`config.mk`:
```
export PLATFORM = sky130hd
export DESIGN_NAME = ltc_timestamp_reader_flat
export DESIGN_NICKNAME = d
export VERILOG_FILES = /design/src/rtl/ltc_timestamp_reader_pkg.sv /design/src/rtl/ltc_timestamp_reader_if.sv /design/src/rtl/ltc_timestamp_reader_assembler.sv /design/src/rtl/ltc_timestamp_reader.sv /design/src/flat_wrapper.sv
export SDC_FILE = /design/constraint.sdc
export NUM_CORES = 1
export LEC_CHECK = 0
export BUFFER_PORTS_ARGS = -buffer_cell sky130_fd_sc_hd__buf_2
export CORE_AREA = 3 3 149 151
export CTS_CLUSTER_DIAMETER = 60
export CTS_CLUSTER_SIZE = 25
export DETAILED_ROUTE_END_ITERATION = 8
export DIE_AREA = 0 0 152 154
export PLACE_DENSITY = 0.82
export RECOVER_POWER = 25
export SYNTH_ARGS = -nofsm -noshare
export SYNTH_HDL_FRONTEND = slang
export SYNTH_SLANG_ARGS = --single-unit
```
`constraint.sdc`:
```
create_clock -name clk -period 2.6 [get_ports clk]
set_input_delay 0.13 -clock clk [delete_from_list [all_inputs] [get_ports clk]]
set_output_delay 0.13 -clock clk [all_outputs]
set_load 0.1 [all_outputs]
```
`src/rtl/ltc_timestamp_reader_pkg.sv`:
```
// Shared types for the LTC timestamp read path: 64-bit timestamp, assembler
// states, and the 32-bit word width the FIFO delivers.
package ltc_pkg;

  typedef logic [63:0] ts_t;

  typedef enum logic {
    ASM_LO,
    ASM_HI
  } asm_state_e;

  localparam int TS_WORDS = 2;
  localparam int WORD_W   = $bits(ts_t) / TS_WORDS;

endpackage

```
`src/rtl/ltc_timestamp_reader_if.sv`:
```
// AXI-Stream channel carrying assembled 64-bit timestamps toward the DMA path.
interface ltc_timestamp_reader_if;
  import ltc_pkg::*;

  ts_t  tdata;
  logic tvalid;
  logic tready;
  logic tlast;

  modport master (output tdata, output tvalid, output tlast, input tready);
  modport slave  (input tdata, input tvalid, input tlast, output tready);

endinterface

```
`src/rtl/ltc_timestamp_reader_assembler.sv`:
```
// Pairs consecutive FIFO words into one timestamp; the low word always
// arrives first, so a strobe fires on every second accepted word.
module ltc_ts_assembler
  import ltc_pkg::*;
(
  input  logic              clk,
  input  logic              aresetn_local,
  input  logic              word_valid,
  input  logic [WORD_W-1:0] word,
  output ts_t               ts,
  output logic              ts_strobe
);

  asm_state_e        state;
  asm_state_e        state_next;
  logic [WORD_W-1:0] lo_word;

  always_ff @(posedge clk or negedge aresetn_local) begin
    if (!aresetn_local) begin
      state <= ASM_LO;
    end else begin
      state <= state_next;
    end
  end

  always_ff @(posedge clk or negedge aresetn_local) begin
    if (!aresetn_local) begin
      lo_word <= '0;
    end else if (word_valid && state == ASM_LO) begin
      lo_word <= word;
    end
  end

  // The high word is combined straight off the FIFO data bus in its return cycle.
  always_comb begin
    state_next = state;
    ts_strobe  = 1'b0;
    ts         = {word, lo_word};
    case (state)
      ASM_LO: begin
        if (word_valid) begin
          state_next = ASM_HI;
        end
      end
      ASM_HI: begin
        if (word_valid) begin
          ts_strobe  = 1'b1;
          state_next = ASM_LO;
        end
      end
      default: begin
        state_next = ASM_LO;
      end
    endcase
  end

endmodule

```
`src/rtl/ltc_timestamp_reader.sv`:
```
// Drains the LTC timestamp FIFO, assembles 64-bit timestamps and emits them as
// count-based AXI-Stream packets, flushing a lone held beat after an idle timeout.
module ltc_timestamp_reader
  import ltc_pkg::*;
#(
  parameter int PKT_LEN_W = 16,
  parameter int CNT_W     = 32
) (
  input  logic                  clk,
  input  logic                  aresetn_local,
  input  logic                  enable,
  input  logic [PKT_LEN_W-1:0]  pkt_len,
  input  logic [PKT_LEN_W-1:0]  timeout,
  input  logic                  fifo_not_empty,
  input  logic [WORD_W-1:0]     fifo_dout,
  output logic                  fifo_rden,
  ltc_timestamp_reader_if.master m_axis,
  output logic [CNT_W-1:0]      ts_count,
  output logic                  err_nonmono
);

  logic                 rd_pending;
  ts_t                  ts;
  logic                 ts_strobe;

  logic                 hold_valid;
  ts_t                  hold_data;
  logic                 out_valid;
  ts_t                  out_data;
  logic                 out_last;

  logic [PKT_LEN_W-1:0] pkt_cnt;
  logic [PKT_LEN_W-1:0] idle_cnt;
  logic [PKT_LEN_W-1:0] last_idx;

  logic                 prev_valid;
  ts_t                  prev_ts;

  logic                 strobe_move;
  logic                 flush;
  logic                 load_out;
  logic                 load_last;
  logic                 handshake;

  // Stalling reads while both slots are full guarantees the output slot is
  // free whenever a new timestamp must push the held one forward.
  assign fifo_rden = fifo_not_empty && enable && !rd_pending && !(hold_valid && out_valid);

  always_ff @(posedge clk or negedge aresetn_local) begin
    if (!aresetn_local) begin
      rd_pending <= 1'b0;
    end else begin
      rd_pending <= fifo_rden;
    end
  end

  ltc_ts_assembler u_assembler (
    .clk           (clk),
    .aresetn_local (aresetn_local),
    .word_valid    (rd_pending),
    .word          (fifo_dout),
    .ts            (ts),
    .ts_strobe     (ts_strobe)
  );

  assign last_idx    = (pkt_len == '0) ? '0 : pkt_len - 1'b1;
  assign strobe_move = ts_strobe && hold_valid;
  assign flush       = hold_valid && !ts_strobe && (idle_cnt == timeout) && !out_valid;
  assign load_out    = strobe_move || flush;
  assign load_last   = flush || (pkt_cnt == last_idx);
  assign handshake   = out_valid && m_axis.tready;

  always_ff @(posedge clk or negedge aresetn_local) begin
    if (!aresetn_local) begin
      hold_valid <= 1'b0;
      hold_data  <= '0;
    end else if (ts_strobe) begin
      hold_valid <= 1'b1;
      hold_data  <= ts;
    end else if (flush) begin
      hold_valid <= 1'b0;
    end
  end

  // A slot freed by a handshake only reloads on the following cycle.
  always_ff @(posedge clk or negedge aresetn_local) begin
    if (!aresetn_local) begin
      out_valid <= 1'b0;
      out_data  <= '0;
      out_last  <= 1'b0;
    end else if (load_out) begin
      out_valid <= 1'b1;
      out_data  <= hold_data;
      out_last  <= load_last;
    end else if (handshake) begin
      out_valid <= 1'b0;
    end
  end

  always_ff @(posedge clk or negedge aresetn_local) begin
    if (!aresetn_local) begin
      pkt_cnt <= '0;
    end else if (load_out) begin
      pkt_cnt <= load_last ? '0 : pkt_cnt + 1'b1;
    end
  end

  // Saturates at timeout so a flush blocked by a busy output fires once it frees.
  always_ff @(posedge clk or negedge aresetn_local) begin
    if (!aresetn_local) begin
      idle_cnt <= '0;
    end else if (ts_strobe) begin
      idle_cnt <= '0;
    end else if (hold_valid) begin
      if (idle_cnt == timeout) begin
        if (!out_valid) begin
          idle_cnt <= '0;
        end
      end else begin
        idle_cnt <= idle_cnt + 1'b1;
      end
    end
  end

  always_ff @(posedge clk or negedge aresetn_local) begin
    if (!aresetn_local) begin
      prev_valid  <= 1'b0;
      prev_ts     <= '0;
      err_nonmono <= 1'b0;
      ts_count    <= '0;
    end else if (ts_strobe) begin
      prev_valid <= 1'b1;
      prev_ts    <= ts;
      ts_count   <= ts_count + 1'b1;
      if (prev_valid && ts <= prev_ts) begin
        err_nonmono <= 1'b1;
      end
    end
  end

  assign m_axis.tdata  = out_data;
  assign m_axis.tvalid = out_valid;
  assign m_axis.tlast  = out_last;

endmodule

```
`src/flat_wrapper.sv`:
```
// flat-port wrapper written by rule: the top's interface ports become plain ports
module ltc_timestamp_reader_flat import ltc_pkg::*;
#(
  parameter int PKT_LEN_W = 16,
  parameter int CNT_W     = 32
)
  (clk, aresetn_local, enable, pkt_len, timeout, fifo_not_empty, fifo_dout, fifo_rden, ts_count, err_nonmono, m_axis_tdata, m_axis_tvalid, m_axis_tlast, m_axis_tready);
  ltc_timestamp_reader_if m_axis_i ();
  input  logic clk;
  input  logic aresetn_local;
  input  logic enable;
  input  logic [PKT_LEN_W-1:0] pkt_len;
  input  logic [PKT_LEN_W-1:0] timeout;
  input  logic fifo_not_empty;
  input  logic [WORD_W-1:0] fifo_dout;
  output logic fifo_rden;
  output logic [CNT_W-1:0] ts_count;
  output logic err_nonmono;
  output wire logic [$bits(m_axis_i.tdata)-1:0] m_axis_tdata;
  output wire logic [$bits(m_axis_i.tvalid)-1:0] m_axis_tvalid;
  output wire logic [$bits(m_axis_i.tlast)-1:0] m_axis_tlast;
  input wire logic [$bits(m_axis_i.tready)-1:0] m_axis_tready;
  assign m_axis_tdata = m_axis_i.tdata;
  assign m_axis_tvalid = m_axis_i.tvalid;
  assign m_axis_tlast = m_axis_i.tlast;
  assign m_axis_i.tready = m_axis_tready;
  ltc_timestamp_reader #(.PKT_LEN_W(PKT_LEN_W), .CNT_W(CNT_W)) u_core (.clk(clk), .aresetn_local(aresetn_local), .enable(enable), .pkt_len(pkt_len), .timeout(timeout), .fifo_not_empty(fifo_not_empty), .fifo_dout(fifo_dout), .fifo_rden(fifo_rden), .m_axis(m_axis_i), .ts_count(ts_count), .err_nonmono(err_nonmono));
endmodule
```
==> metrics.txt <==
register area=5790 µm²; Synth Instances=1,176; async set-reset flop share out of synthesis=1.00; max_cap viols=1; Hold Fails Final Rpt=0; count of cell types in the netlist=57; drt first pass iters=5; Syn Nets=1,315; Avg WL per Cell=16.2 µm; multi-input logic area=5250 µm²; worst rel slew slack=-0.392; H-tree depth=1; pin count of the biggest net entering global routing=101; initial DRC count=534; Final min period=2.38 ns; most frequent cell after synthesis=dfrtp_1; Clock Latency Late Sink=0.53 ns; setup slack after layout=0.218 ns; die width=152 µm; Post-synth EDFFs=0; Critical Path AT=2.79 ns; M1 WL=11,700 µm; num rows=53; Tot GR Track Use=0.229; num ports=169; Setup crit start=u_core.idle_cnt[3]; critical path buffer and inverter count=2; mapped cell area=11,500 µm²; Min Hold Slack=0.375 ns; initial antenna violation count=0; nets@finish=1,518; Yosys reg bits=231; static leakage=6.65 nW; die area=23,400 µm²; failing checks=capacitance limit, slew limit; Finished Layout Cells=1,669; HP Start=m_axis_tready; Yosys top cell area share=0.502; Pwr per Cell Area=1220 nW/µm²; Inst Count DP=1,594; DR top layer=met4; vias=9,246; clock tree buffer depth=3; prevailing post-synth register cell=dfrtp_1; Clock Sinks=231; setup slack at placement=-0.181 ns; Synth area leader=dfrtp_1; Clock transition at path regs=0.07 ns; Worst-Margin Slew=2.09 ns; worst-path fanout max=100; core region area=21,000 µm²; register area share after synthesis=0.502; Routed Antenna Nets=0; Clock Skew=0.0216 ns; I/O Buffers=168; Final GP Congestion=0.891; cts bufs inserted=22; routed wl met2=13,200 µm; Worst Hold Class=input port to flop; Worst VDD drop=1010 µV; unrepaired setup endpoints after global routing=no; largest cells by area after synthesis=dfrtp_1 (50%), ha_1 (7.6%), o21ai_0 (7.1%); area grow syn2layout=20.9%; CTS Root Cell=clkbuf_16; Critical Path Source Type=flop; HPWL after DPL=18,900 µm; first-pass GRT wire length=45,100 µm; Max Clock Freq=0.420 GHz; share of layout cells above drive strength 1=0.210; CP required=3.01 ns; CP Class=flop to flop; Top delay family on crit path=buffers and inverters; Fillers=1,658; grt ovf=0; final WL=27,000 µm; outcome=finished, violations left; CTS tree=yes; met3 wire len=1470 µm; most frequent cells after synthesis=dfrtp_1 (231), nand2_1 (176), o21ai_0 (163), inv_1 (80), ha_1 (70); CP Capture Type=flop; Antenna Cells=0; RR Startpoint=u_core.idle_cnt[3]; Pins Over Slew Limit=92; die height=154 µm; CP max stage delay=0.45 ns; DRC=0; Yosys Warn Count=0; syn avg cell area=9.79 µm²; number of global-route vias before repair=9,075; vias per cell=5.54; Final period util=0.916; # setup viols final=0; Crit-path slowest cell=dfrtp_1; CP cell instances=xnor2_1 > nand4_1 > nor4_1 > buf_4 > and2_1 > o21ai_4 > buf_12 > mux2_2; Starting Density=0.549
final timing paths:
kind,to,slack [ns],depth (start not counted)
max,u_core.m_axis.tdata[0],0.22,8
min in group asynchronous,u_core.m_axis.tdata[50],0.76,2
max in group asynchronous,u_core.ts_count[10],0.59,3
min reg2reg,u_core.prev_valid,0.47,1
max reg2reg,u_core.m_axis.tdata[0],0.22,8
min,u_core.m_axis.tvalid,0.37,3
layout by cell type (no fill, tap or decap), types with 4 or more instances in the layout:
cell	instances
o31ai_1	8
nand3b_1	4
and3_1	23
o311ai_1	7
and4_1	4
mux2_2	34
nand4_1	34
dfrtp_2	10
a21oi_1	24
and2_1	4
a21o_1	27
dlygate4sd3_1	36
or3_1	9
dfrtp_1	221
nand3_1	41
nand2b_1	9
nor4_1	8
buf_2	168
inv_1	80
nor3_1	15
a211oi_1	4
buf_4	23
ha_1	69
xnor2_1	45
clkinv_8	7
nor2b_1	5
nand2_1	176
xor2_1	14
o21ai_0	163
buf_12	4
clkbuf_16	22
o21ai_1	6
nor2_1	30
worst min-delay path: stages:
cell,delay (ns)
dlygate4sd3_1,0.52
buf_2,0.11
o21ai_0,0.07
cell families after synthesis:
family	count (synthesis)	synth area share
xor+xnor	59	0.0449
flops	231	0.502
fa+ha+maj	70	0.0761
buf+inv	133	0.0444
mux	36	0.0350
simple gates	380	0.161
compound gates	267	0.136
flip-flops by register name, summed over array words and instances, names as in the netlist:
register	flops
u_core.prev_valid	1
u_core.ts_count	32
u_core.m_axis.tlast	1
u_core.err_nonmono	1
u_core.u_assembler.lo_word	32
u_core.u_assembler.state	1
u_core.hold_data	64
u_core.pkt_cnt	16
u_core.m_axis.tvalid	1
u_core.rd_pending	1
u_core.m_axis.tdata	64
u_core.idle_cnt	16
u_core.hold_valid	1
timing repair:
item	CTS	global route
endpoints found under the setup margin	0	10
gates resized for setup	0	1
endpoints found under the hold margin	155	0
hold buffers	36	0
buffers inserted	0	0
area by class of cell:
cell class	count	area share
Tap cell	275	0.0247
Inverter	80	0.0216
Multi-Input combinational cell	812	0.377
Clock buffer	24	0.0416
Timing Repair Buffer	232	0.105
Clock inverter	15	0.0133
Sequential cell	231	0.416
layer usage:
| metal | vias up | track usage |
|---|---|---|
| li1 | 4495 | - |
| met1 | 4489 | 0.298 |
| met2 | 206 | 0.391 |
| met3 | 56 | 0.0431 |
| met4 | 0 | 0.0689 |
| met5 | - | 0 |
per-stage QoR:
step	setup TNS (ns)	util	total power, mW	instance area [µm²]
CTS	0	0.664	17.1	13900
global placement	-1.02	0.611	13.4	12800
finish	0	0.664	17.0	13900
detailed placement	-1.75	0.611	13.7	12800
floorplan	0	-	11.9	11500
global route	0	0.664	18.0	13900
power breakdown:
part	internal [mW]	total, mW	switching (mW)
registers	4.88	5.64	0.758
logic	2.00	8.04	6.04
clock network	1.71	3.30	1.59
total	8.59	17.0	8.39
No activity file was read; power rests on OpenSTA's default activity.
